### src/rtl/cla_pkg.sv
// Shared types and constants for the nibble-serial carry-lookahead accumulator.
package cla_pkg;

   localparam int unsigned NIBBLE_W = 4;

   typedef enum logic [1:0] {
      IDLE = 2'd0,
      ADD  = 2'd1,
      HOLD = 2'd2
   } state_e;

endpackage

### src/rtl/cla_slice4.sv
// Combinational 4-bit carry-lookahead adder slice; carries come from generate/propagate terms.
module cla_slice4
   import cla_pkg::*;
(
   input  logic [NIBBLE_W-1:0] a,
   input  logic [NIBBLE_W-1:0] b,
   input  logic                cin,
   output logic [NIBBLE_W-1:0] sum,
   output logic                cout
);

   logic [NIBBLE_W-1:0] g;
   logic [NIBBLE_W-1:0] p;
   logic [NIBBLE_W:0]   c;

   assign g = a & b;
   assign p = a ^ b;

   // Each carry is a flat sum of products, so no carry waits on the one below it.
   assign c[0] = cin;
   assign c[1] = g[0] | (p[0] & cin);
   assign c[2] = g[1] | (p[1] & g[0]) | (p[1] & p[0] & cin);
   assign c[3] = g[2] | (p[2] & g[1]) | (p[2] & p[1] & g[0])
               | (p[2] & p[1] & p[0] & cin);
   assign c[4] = g[3] | (p[3] & g[2]) | (p[3] & p[2] & g[1])
               | (p[3] & p[2] & p[1] & g[0])
               | (p[3] & p[2] & p[1] & p[0] & cin);

   assign sum  = p ^ c[NIBBLE_W-1:0];
   assign cout = c[NIBBLE_W];

endmodule

### src/rtl/cla_accumulator.sv
// Accumulator that adds one operand per operation, one nibble per cycle,
// through a single shared 4-bit carry-lookahead slice.
module cla_accumulator
   import cla_pkg::*;
#(
   parameter int unsigned WIDTH = 16,
   parameter int unsigned NIB   = WIDTH / NIBBLE_W
) (
   input  logic             clk,
   input  logic             rst_n,
   input  logic             clear,
   input  logic             in_valid,
   output logic             in_ready,
   input  logic [WIDTH-1:0] in_data,
   output logic             out_valid,
   input  logic             out_ready,
   output logic [WIDTH-1:0] acc,
   output logic             carry_out,
   output logic             overflow
);

   localparam int unsigned      IDX_W    = (NIB > 1) ? $clog2(NIB) : 1;
   localparam logic [IDX_W-1:0] LAST_IDX = IDX_W'(NIB - 1);

   state_e              state_q, state_d;
   logic [WIDTH-1:0]    acc_q, acc_d;
   logic [WIDTH-1:0]    operand_q, operand_d;
   logic [IDX_W-1:0]    idx_q, idx_d;
   logic                carry_q, carry_d;
   logic                carry_out_q, carry_out_d;
   logic                overflow_q, overflow_d;
   logic                out_valid_q, out_valid_d;

   logic [NIBBLE_W-1:0] op_nib;
   logic [NIBBLE_W-1:0] acc_nib;
   logic [NIBBLE_W-1:0] slice_sum;
   logic                slice_cout;
   logic                last_nib;

   assign in_ready = (state_q == IDLE) && !clear;
   assign last_nib = (idx_q == LAST_IDX);

   // Route the current nibble of operand and accumulator into the slice.
   always_comb begin
      op_nib  = '0;
      acc_nib = '0;
      for (int unsigned i = 0; i < NIB; i++) begin
         if (idx_q == IDX_W'(i)) begin
            op_nib  = operand_q[i*NIBBLE_W +: NIBBLE_W];
            acc_nib = acc_q[i*NIBBLE_W +: NIBBLE_W];
         end
      end
   end

   cla_slice4 u_slice (
      .a    (op_nib),
      .b    (acc_nib),
      .cin  (carry_q),
      .sum  (slice_sum),
      .cout (slice_cout)
   );

   // State register and datapath flops.
   always_ff @(posedge clk or negedge rst_n) begin
      if (!rst_n) begin
         state_q     <= IDLE;
         acc_q       <= '0;
         operand_q   <= '0;
         idx_q       <= '0;
         carry_q     <= 1'b0;
         carry_out_q <= 1'b0;
         overflow_q  <= 1'b0;
         out_valid_q <= 1'b0;
      end else begin
         state_q     <= state_d;
         acc_q       <= acc_d;
         operand_q   <= operand_d;
         idx_q       <= idx_d;
         carry_q     <= carry_d;
         carry_out_q <= carry_out_d;
         overflow_q  <= overflow_d;
         out_valid_q <= out_valid_d;
      end
   end

   // Next-state logic; clear takes priority over a new operand in IDLE.
   always_comb begin
      state_d = state_q;
      case (state_q)
         IDLE:    if (!clear && in_valid) state_d = ADD;
         ADD:     if (last_nib)           state_d = HOLD;
         HOLD:    if (out_ready)          state_d = IDLE;
         default:                         state_d = IDLE;
      endcase
   end

   // Datapath and output updates for each state.
   always_comb begin
      acc_d       = acc_q;
      operand_d   = operand_q;
      idx_d       = idx_q;
      carry_d     = carry_q;
      carry_out_d = carry_out_q;
      overflow_d  = overflow_q;
      case (state_q)
         IDLE: begin
            if (clear) begin
               acc_d       = '0;
               carry_out_d = 1'b0;
               overflow_d  = 1'b0;
            end else if (in_valid) begin
               operand_d = in_data;
               idx_d     = '0;
               carry_d   = 1'b0;
            end
         end
         ADD: begin
            for (int unsigned i = 0; i < NIB; i++) begin
               if (idx_q == IDX_W'(i)) acc_d[i*NIBBLE_W +: NIBBLE_W] = slice_sum;
            end
            carry_d = slice_cout;
            idx_d   = idx_q + IDX_W'(1);
            if (last_nib) begin
               carry_out_d = slice_cout;
               overflow_d  = overflow_q | slice_cout;
            end
         end
         default: ;
      endcase
      out_valid_d = (state_d == HOLD);
   end

   assign acc       = acc_q;
   assign carry_out = carry_out_q;
   assign overflow  = overflow_q;
   assign out_valid = out_valid_q;

endmodule

### config.mk
export PLATFORM = sky130hd
export DESIGN_NAME = cla_accumulator
export DESIGN_NICKNAME = d
export VERILOG_FILES = /design/src/rtl/cla_pkg.sv /design/src/rtl/cla_slice4.sv /design/src/rtl/cla_accumulator.sv
export SDC_FILE = /design/constraint.sdc
export NUM_CORES = 1
export LEC_CHECK = 0
export CAP_MARGIN = 15
export CORE_MARGIN = 4
export CORE_UTILIZATION = 50
export CTS_CLUSTER_SIZE = 40
export DETAILED_ROUTE_END_ITERATION = 8
export PLACE_DENSITY_LB_ADDON = 0.12
export SYNTH_ARGS = -nofsm -noshare
export SYNTH_HDL_FRONTEND = slang
export SYNTH_SLANG_ARGS = --single-unit
### constraint.sdc
create_clock -name clk -period 3 [get_ports clk]
set_input_delay 0.6 -clock clk [delete_from_list [all_inputs] [get_ports clk]]
set_output_delay 0.6 -clock clk [all_outputs]
set_load 0.005 [all_outputs]
==> results of run 1 <==
[per-layer routing]
layer | share of wire | vias to the layer above
li1 | - | 727
met1 | 0.46 | 758
met2 | 0.48 | 45
met3 | 0.056 | 6
met4 | 0.012 | 0
met5 | 0 | -
[Yosys cell counts, types with 3 or more instances]
library cell / instances
mux2_4: 9
a21oi_2: 4
buf_2: 3
dfrtp_1: 40
nand3b_1: 6
ha_1: 8
o22ai_1: 8
a21oi_1: 14
o21ai_0: 10
nand2_1: 25
nor2b_1: 3
clkbuf_1: 4
mux2_2: 16
inv_1: 11
a21o_1: 3
[timing repair]
item	4_1_cts	5_1_grt
hold buffers	0	0
endpoints found under the setup margin	0	10
gates resized for setup	0	4
[cells by family after synthesis]
family | synth area share
flops | 0.473
simple gates | 0.105
xor+xnor | 0.0124
compound gates | 0.151
fa+ha+maj | 0.0568
buf+inv | 0.0521
mux | 0.149
[path summary, 6_finish.rpt]
check,start,endpoint,slack [ns],cells past startpoint
hold reg to reg,overflow,overflow,0.51,1
max in group asynchronous,rst_n,acc[14],2.02,1
hold / removal,rst_n,operand_q[6],0.43,1
setup reg to reg,idx_q[0],acc[14],0.22,11
min in group clk,overflow,overflow,0.51,1
setup / recovery,idx_q[0],acc[14],0.22,11
[stage by stage]
step           std cells  setup slack [ns]  utilization
6_report             278             0.215        0.644
5_1_grt              278          -0.00681        0.644
4_1_cts              278            0.0912        0.639
3_5_place_dp         270            0.0985        0.617
3_3_place_gp         270             0.234        0.617
2_1_floorplan        190             0.452            -
[state kept, by name (all words and copies together), names as in the netlist]
register	count
out_valid	1
state_q	2
overflow	1
acc	16
operand_q	16
carry_out	1
carry_q	1
idx_q	2
[power breakdown]
part           total [µW]  switching, µW  internal [µW]
registers             945            188            757
logic                1420            700            722
clock network         362            175            187
[critical path: stages, from the launching register on]
cell and delay, ns:
dfrtp_1 0.43, inv_1 0.11, ha_1 0.33, nand3b_1 0.11, a21oi_1 0.15, a21oi_1 0.05, o21ai_0 0.36, ha_1 0.32
a21o_1 0.17, a21oi_1 0.23, xor2_2 0.26, o22ai_1 0.13
[cell type report]
class | instances | area [µm²] | share of cell area
Clock buffer | 8 | 90.1 | 0.0345
Inverter | 11 | 41.3 | 0.0158
Multi-Input combinational cell | 129 | 1020 | 0.392
Sequential cell | 40 | 1000 | 0.383
Tap cell | 50 | 62.6 | 0.0239
Timing Repair Buffer | 40 | 395 | 0.151
==> results.cfg, run 1 <==
[logic_synthesis]
synth_edf_count = 0
ys_ff_latch = 40
ys.flop_type = dfrtp_1
syn_inst = 190
ys_seq_area_frac = 0.473
yosysTopAreaCell = dfrtp_1
syn_area_um2 = 2110
syn_nets = 220
synth.distinct_cells = 35
ys_async_sr_fraction = 1.00
syn_avg_cell_area_um2 = 11.1
synth_top_cell_area_share = 0.473
yosys-top-cells-area = dfrtp_1 47%, mux2_2 8.5%, mux2_4 6.4%, ha_1 4.7%, nand2_1 4.4%
ys.warnings.count = 0

[placement]
hpwlAfterDp_um = 3420
portBuffers = 40
gp_congestion = 0.929
place_area_um2 = 2500

[hold_path]
hp-class = in -> async

[clock_tree]
insertion_delay_ns = 0.29
htree_levels = 2
cts-buffers-inserted = 5
clockBufferDepth = 2
cts_setup_buffers = 0
clkTransAtPathRegs_ns = 0.07
cts-root-buf = clkbuf_8
cts_tree = done
clock_sink_count = 40

[global_routing]
grt_first_pass_wirelength_um = 7660
busiest_layer = met2
grt_use_total = 0.188
antenna_found_initial = 0
grtUsageMet3 = 0.0523
grt_pass1_vias = 1544
grt_use_met2 = 0.288
grt_use_met1 = 0.261
grt_overflow = 0
grt_max_degree = 41

[floorplan]
io_pins = 41
initial_core_util = 0.521
dieArea_um2 = 5330
fp.dieW_um = 73.0
core_area_um2 = 4060
std_cell_rows = 23
die_h_um = 73.0

[setup_path]
critPathArrivalTime_ns = 2.95
crit_fanout = 8
worstSetupStartpointType = flip-flop
cp.required_ns = 3.16
cp-end-kind = flip-flop
crit_type = reg -> reg

[sta]
hold_viol = 0
worstMarginPinSlew_ns = 0.885
report.final.slew_viol_count = 0
period_needed_ns = 2.78
skew_ns = 0.00223
max_slew_margin = 0.410
setup_tns_ns = 0
max_freq_mhz = 359
finalCritPeriodShare = 0.928
setup_viol_count_final = 0
hold_ws_ns = 0.428

[routing]
drt_first_pass_iters = 4
drt_wl_total_um = 4690
wl_per_cell_um = 16.9
drt_iter0_drc = 137
final_antenna_net_count = 0
vias = 1536
viasPerCell = 5.53
drc_errors = 0

[layout]
drive_gt1_frac = 0.193
syn2layout_area_growth_pct = 23.6
final_common_cell = dfrtp_1
antenna_cells = 0
layout_common_cells = 40 x dfrtp_1, 39 x clkdlybuf4s50_1, 25 x nand2_1
final_area_um2 = 2610
fillCellCount = 313
nNetsFinal = 257

[outcome]
outcome = completed

[power_and_ir_drop]
powerDensity_nw_per_um2 = 1040
ir_drop_v = 0.000519
power_uw = 2730
leakagePower_uw = 0.00114

[run]
drv_cap = 0
Power figures use the tool's default switching activity.
==> run 2, diff against run 1 <==
--- a/config.mk
+++ b/config.mk
@@ -12,2 +12,3 @@
 export DETAILED_ROUTE_END_ITERATION = 8
+export GPL_ROUTABILITY_DRIVEN = 1
 export PLACE_DENSITY_LB_ADDON = 0.12
--- a/constraint.sdc
+++ b/constraint.sdc
@@ -3,2 +3,2 @@
 set_output_delay 0.6 -clock clk [all_outputs]
-set_load 0.005 [all_outputs]
+set_load 0.01 [all_outputs]
==> results of run 2 <==
The final DEF is identical to that of run 1. Status: completed.
Main changes from that run: total power 2730 µW -> 2760 µW; worst IR drop on VDD 0.000519 V -> 0.000527 V
==> run 3, diff against run 2 <==
- HOLD_SLACK_MARGIN: unset -> 0.1
==> results of run 3 <==
The final DEF is identical to that of run 1. Status: completed.
Main changes from that run: total power 2730 µW -> 2760 µW; worst IR drop on VDD 0.000519 V -> 0.000527 V
